[src/rtl/act_row_collector.sv]
// act_row_collector: re-aligns skewed per-lane activations into whole rows
// and writes them to the output buffer over a valid/ready port.
module act_row_collector #(
  parameter int LANES  = 16,
  parameter int DW     = 20,
  parameter int NSLOT  = 4,
  parameter int ADDR_W = 10,
  parameter int ROW_W  = 8
) (
  input  logic                  clk,
  input  logic                  rst,
  input  logic                  start,
  input  logic [ADDR_W-1:0]     base_addr,
  input  logic [ROW_W-1:0]      tile_rows,
  input  logic [LANES*DW-1:0]   act_in,
  input  logic [LANES-1:0]      act_in_valid,
  output logic                  wb_valid,
  input  logic                  wb_ready,
  output logic [ADDR_W-1:0]     wb_addr,
  output logic [LANES*DW-1:0]   wb_data,
  output logic                  busy,
  output logic                  done,
  output logic                  ovf_err
);

  localparam int SW = $clog2(NSLOT);

  typedef enum logic [1:0] {IDLE, RUN, DONE} state_t;

  state_t            state, state_nxt;
  logic [ADDR_W-1:0] base_q;
  logic [ROW_W-1:0]  rows_q;
  logic [ROW_W-1:0]  rows_out, rows_out_nxt;
  logic [ROW_W-1:0]  lane_cnt [LANES];
  logic [ROW_W-1:0]  lane_cnt_nxt [LANES];
  logic [LANES-1:0]  fill [NSLOT];
  logic [LANES-1:0]  fill_nxt [NSLOT];
  logic [DW-1:0]     slot [NSLOT][LANES];
  logic [DW-1:0]     slot_nxt [NSLOT][LANES];
  logic [SW-1:0]     head, head_nxt, tgt;
  logic              hs, ovf_set, load;

  assign busy = (state == RUN);
  assign done = (state == DONE);

  // Slot/counter next state: drain of the head slot, then lane writes
  // (a write into the slot being drained wins over the clear).
  always_comb begin
    hs           = wb_valid & wb_ready;
    head_nxt     = head + SW'(hs);
    rows_out_nxt = rows_out + ROW_W'(hs);
    fill_nxt     = fill;
    slot_nxt     = slot;
    lane_cnt_nxt = lane_cnt;
    ovf_set      = 1'b0;
    tgt          = '0;
    if (hs) fill_nxt[head] = '0;
    if (state == RUN) begin
      for (int i = 0; i < LANES; i++) begin
        if (act_in_valid[i]) begin
          tgt = lane_cnt[i][SW-1:0];
          if (lane_cnt[i] >= rows_q) begin
            ovf_set = 1'b1;
          end else if (fill[tgt][i] && !(hs && tgt == head)) begin
            ovf_set = 1'b1;
          end else begin
            fill_nxt[tgt][i] = 1'b1;
            slot_nxt[tgt][i] = act_in[i*DW +: DW];
            lane_cnt_nxt[i]  = lane_cnt[i] + ROW_W'(1);
          end
        end
      end
    end
    load = (state == RUN) && (!wb_valid || hs) && (&fill_nxt[head_nxt]);
  end

  // Tile control: finish as soon as the last row is accepted.
  always_comb begin
    state_nxt = state;
    case (state)
      IDLE:    if (start) state_nxt = RUN;
      RUN:     if (rows_out_nxt == rows_q) state_nxt = DONE;
      DONE:    state_nxt = IDLE;
      default: state_nxt = IDLE;
    endcase
  end

  // State register.
  always_ff @(posedge clk or posedge rst) begin
    if (rst) state <= IDLE;
    else     state <= state_nxt;
  end

  // Slot buffer, counters and the output row register.
  always_ff @(posedge clk or posedge rst) begin
    if (rst) begin
      base_q   <= '0;
      rows_q   <= '0;
      rows_out <= '0;
      head     <= '0;
      ovf_err  <= 1'b0;
      wb_valid <= 1'b0;
      wb_addr  <= '0;
      wb_data  <= '0;
      for (int s = 0; s < NSLOT; s++) begin
        fill[s] <= '0;
        for (int l = 0; l < LANES; l++) slot[s][l] <= '0;
      end
      for (int l = 0; l < LANES; l++) lane_cnt[l] <= '0;
    end else if (state == IDLE && start) begin
      base_q   <= base_addr;
      rows_q   <= tile_rows;
      rows_out <= '0;
      head     <= '0;
      ovf_err  <= 1'b0;
      wb_valid <= 1'b0;
      for (int s = 0; s < NSLOT; s++) fill[s] <= '0;
      for (int l = 0; l < LANES; l++) lane_cnt[l] <= '0;
    end else begin
      fill     <= fill_nxt;
      slot     <= slot_nxt;
      lane_cnt <= lane_cnt_nxt;
      head     <= head_nxt;
      rows_out <= rows_out_nxt;
      if (ovf_set) ovf_err <= 1'b1;
      if (load) begin
        wb_valid <= 1'b1;
        wb_addr  <= base_q + ADDR_W'(rows_out_nxt);
        for (int l = 0; l < LANES; l++)
          wb_data[l*DW +: DW] <= slot_nxt[head_nxt][l];
      end else if (hs) begin
        wb_valid <= 1'b0;
      end
    end
  end

endmodule
[config.mk]
export PLATFORM = sky130hd
export DESIGN_NAME = act_row_collector
export DESIGN_NICKNAME = d
export VERILOG_FILES = /design/src/rtl/act_row_collector.sv
export SDC_FILE = /design/constraint.sdc
export NUM_CORES = 2
export LEC_CHECK = 0
export ABC_CLOCK_PERIOD_IN_PS = 77600
export CORE_ASPECT_RATIO = 1.25
export CORE_MARGIN = 3
export CORE_UTILIZATION = 58
export DETAILED_ROUTE_END_ITERATION = 12
export PLACE_DENSITY = 0.83
export SYNTH_ARGS = -nofsm -noshare
export SYNTH_HDL_FRONTEND = slang
export SYNTH_SLANG_ARGS = --single-unit
[constraint.sdc]
create_clock -name clk -period 77.6 [get_ports clk]
set_input_delay 7.76 -clock clk [delete_from_list [all_inputs] [get_ports clk]]
set_output_delay 7.76 -clock clk [all_outputs]
set_load 0.02 [all_outputs]
==> out/results.tsv <==
metric	value	unit
status	finished clean	
r2r_cells	13	
fillers	9270	
seqPwrFrac	41.6	%
ys_ff_latch	1834	
clock-sinks	1834	
synthArstFlopShare	100	%
worstSkewPairLatency	0.81	ns
drc	0	
fin_worst_skew	0.0309	ns
path_clk_slew	0.06	ns
final_max_slew_viol_count	0	
setup_viol	0	
numCtsBuffers	174	
hold_class	reg -> reg	
io_pins	692	
r2r_slack	70.50	ns
grt_pass1_vias	55686	
overflow	0	
p_int	2.42	mW
antenna_found_initial	66	
syn-num-nets	6419	
max_slew.worst_pin.slew	1.20	ns
std_cell_rows	154	
cap_violations	0	
fin_nets	7070	
ir_worst_vdd	0.0230	mV
criticalPathCategory	in -> reg	
synth_ff_type	dfrtp_1	
ctsLongestPathBuffers	3	
cts_resized	0	
hp-start	slot[24]$_DFFE_PP0N_	
yosysTopAreaCell	dfrtp_1	
cts_tree	built	
synthCells	5857	
dieArea	0.147	sq mm
fin_setup_tns	0	ns
hold_ws	0.464	ns
firstDrtPassIters	9	
drtIter0Drc	3359	
avgSynthCellArea	14.1	sq um
finalCritPeriodShare	17.5	%
hold_depth	2	
synth_top_cells_by_area	dfrtp_1, mux2_2, mux4_2	
post-route-min-period	13.61	ns
max_freq	73.5	MHz
switching_share	30.5	%
routed_wl	208000	um
io_buffers	691	
grt_usage	28.5	%
ys_types	73	
syn_area	0.0825	sq mm
timing.critical_path.mode_cell	buf_4	
grt_max_degree	193	
viasPerCell	6.03	
core	0.141	sq mm
pwr-share-comb	33.6	%
cts_max_level	4	
grt_first_pass_wirelength	323000	um
routed-via-count	51596	
slowest_delay	0.86	ns
routabilityCongestion	0.903	
cts-root-buf	clkbuf_16	
ys_warn_count	0	
relSlewSlack	20.2	%
power_density	35.9	mW/mm^2
crit_slowest_cell	nand2_1	
holdBufCountCts	0	
p_switching	1.06	mW
reg2reg_from	rows_q[1]$_DFFE_PP0P_	
clock_power_share	24.8	%
r2r_end	wb_data[245]$_DFFE_PP0P_	
rsz0062_at_grt	false	
crit_fanout	58	
post_cts_buffers	0	
yosysTopAreaCellShare	55.6	%
power_leakage	44.3	nW
hold_viol_final	0	
final_antenna_net_count	0	
required	78.27	ns
startpoint_type	primary input	
wire_per_inst	24.3	um
area_growth	17.7	%
fp.dieW	343	um
drive_above_1_share	28.7	%
path_cells	clkdlybuf4s50_1 > nand2_2 > o31a_1 > a2111oi_4 > nand2_1 > o31ai_1 > nand3_1 > a22oi_1 > a32o_4 > buf_4 > buf_4 > mux2_2	
min_to	slot[24]$_DFFE_PP0N_	
worstPathArrival	14.28	ns
synth_seq_area_share	55.6	%
start_util	58.5	%
synth-edff-count	0	
dp_hpwl	137000	um
die_y	428	um
critPathCaptureType	flop	
-- power by group through the flow --
| stage | Combinational [mW] | Sequential (mW) | Clock [mW] |
|---|---|---|---|
| 2_1_floorplan | 0.893 | 1.44 | 0 |
| 3_3_place_gp | 1.10 | 1.43 | 0 |
| 3_5_place_dp | 1.16 | 1.46 | 0 |
| 4_1_cts | 1.17 | 1.45 | 0.880 |
| 5_1_grt | 1.28 | 1.48 | 0.918 |
| 6_report | 1.17 | 1.45 | 0.865 |
-- state kept, by name, indices dropped and copies added (netlist names), 8 cells and up --
| name | cells |
|---|---|
| fill | 64 |
| slot | 1280 |
| base_q | 10 |
| lane_cnt | 128 |
| wb_addr | 10 |
| rows_q | 8 |
| rows_out | 8 |
| wb_data | 320 |
-- worst max-delay path, delay by kind of cell --
kind,cells,cell delay [ns]
AND/OR/NAND/NOR,3,1.32
multiplexers,1,0.42
buffers and inverters,3,2.06
AO/OA/AOI/OAI,5,2.54
-- synth_stat cells (5+ instances only) --
cell,number
dfrtp_1,1834
ha_1,203
a2111oi_0,8
buf_1,61
nor2b_1,14
nand4b_1,9
nor2_1,180
and3_1,46
nor4_1,5
o21ai_0,48
inv_1,82
o21bai_1,5
a21oi_2,6
mux2_1,232
buf_8,11
xnor2_1,62
mux2_2,1160
a21o_1,10
a31oi_1,5
mux4_2,336
nor3b_1,5
nand2b_1,8
o21a_1,6
and4_1,6
mux2i_1,12
clkbuf_1,206
or3_1,13
and2_1,26
o31a_1,5
nor3_1,9
buf_2,26
a32o_1,46
nand3_1,56
xor2_1,96
a22oi_1,8
nand4_1,65
buf_6,22
a211oi_1,28
nand2_1,710
a21oi_1,134
-- area by class of cell --
| type | count | area (sq um) | area share [%] |
|---|---|---|---|
| repair buffers | 804 | 7820 | 8.05 |
| well taps | 1872 | 2340 | 2.41 |
| diodes | 42 | 105 | 0.108 |
| inverters | 82 | 315 | 0.325 |
| flip-flops and latches | 1834 | 45900 | 47.3 |
| clock inverters | 64 | 736 | 0.758 |
| multi-input cells | 3612 | 34800 | 35.8 |
| clock buffers | 250 | 5080 | 5.24 |
-- cells by family (layout without fill, tap and decap cells) --
group | Yosys count | after routing | share of synthesized area [%]
AOI/OAI and AO/OA | 346 | 346 | 2.88
xor gates and xnor gates | 158 | 158 | 1.68
adders and majority gates | 204 | 204 | 3.10
buffers and inverters | 411 | 1200 | 2.27
DFF | 1834 | 1834 | 55.6
muxes | 1740 | 1740 | 28.3
other | 0 | 42 | 0
and+or+nand+nor | 1164 | 1164 | 6.11
-- stage by stage --
| step | setup WS, ns | cells | util (%) | area (sq um) | power [mW] |
|---|---|---|---|---|---|
| 2_1_floorplan | 18.06 | 5857 | - | 82500 | 2.34 |
| 3_3_place_gp | 63.33 | 8204 | 64.6 | 91200 | 2.54 |
| 3_5_place_dp | 63.22 | 8204 | 64.6 | 91200 | 2.62 |
| 4_1_cts | 64.06 | 8518 | 68.8 | 97000 | 3.50 |
| 5_1_grt | 63.60 | 8548 | 68.8 | 97000 | 3.67 |
| 6_report | 63.99 | 8560 | 68.8 | 97100 | 3.48 |
-- metal layers --
layer	wire (um)	global-route usage, %	vias up
met5	340	0	-
met4	10400	14.6	48
met3	13800	6.38	547
met2	103000	46.9	1622
met1	80400	35.8	26954
li1	-	-	22425
-- worst max path at each step --
stage | cells past startpoint | slack [ns] | start | end
after floorplan | 1 | 18.06 | rst | base_q[0]$_DFFE_PP0P_
after global placement | 12 | 63.33 | wb_ready | wb_data[244]$_DFFE_PP0P_
after detailed placement | 12 | 63.22 | wb_ready | wb_data[239]$_DFFE_PP0P_
after CTS | 12 | 64.06 | wb_ready | wb_data[241]$_DFFE_PP0P_
after global routing | 12 | 63.60 | wb_ready | wb_data[241]$_DFFE_PP0P_
final | 12 | 63.99 | wb_ready | wb_data[245]$_DFFE_PP0P_
-- cell usage in the layout, fill, tap and decap left out, types with 46 or more instances in the layout --
| cell type | n |
|---|---|
| clkdlybuf4s50_1 | 691 |
| clkbuf_16 | 178 |
| dfrtp_1 | 1834 |
| inv_1 | 81 |
| xor2_1 | 95 |
| nand4_1 | 65 |
| buf_4 | 109 |
| xnor2_1 | 61 |
| nor2_1 | 180 |
| nand2_1 | 710 |
| mux2_1 | 232 |
| mux4_2 | 336 |
| o21ai_0 | 48 |
| mux2_2 | 1160 |
| a21oi_1 | 134 |
| ha_1 | 202 |
| nand3_1 | 56 |
| and3_1 | 46 |
No activity file was read; power rests on OpenSTA's default activity.
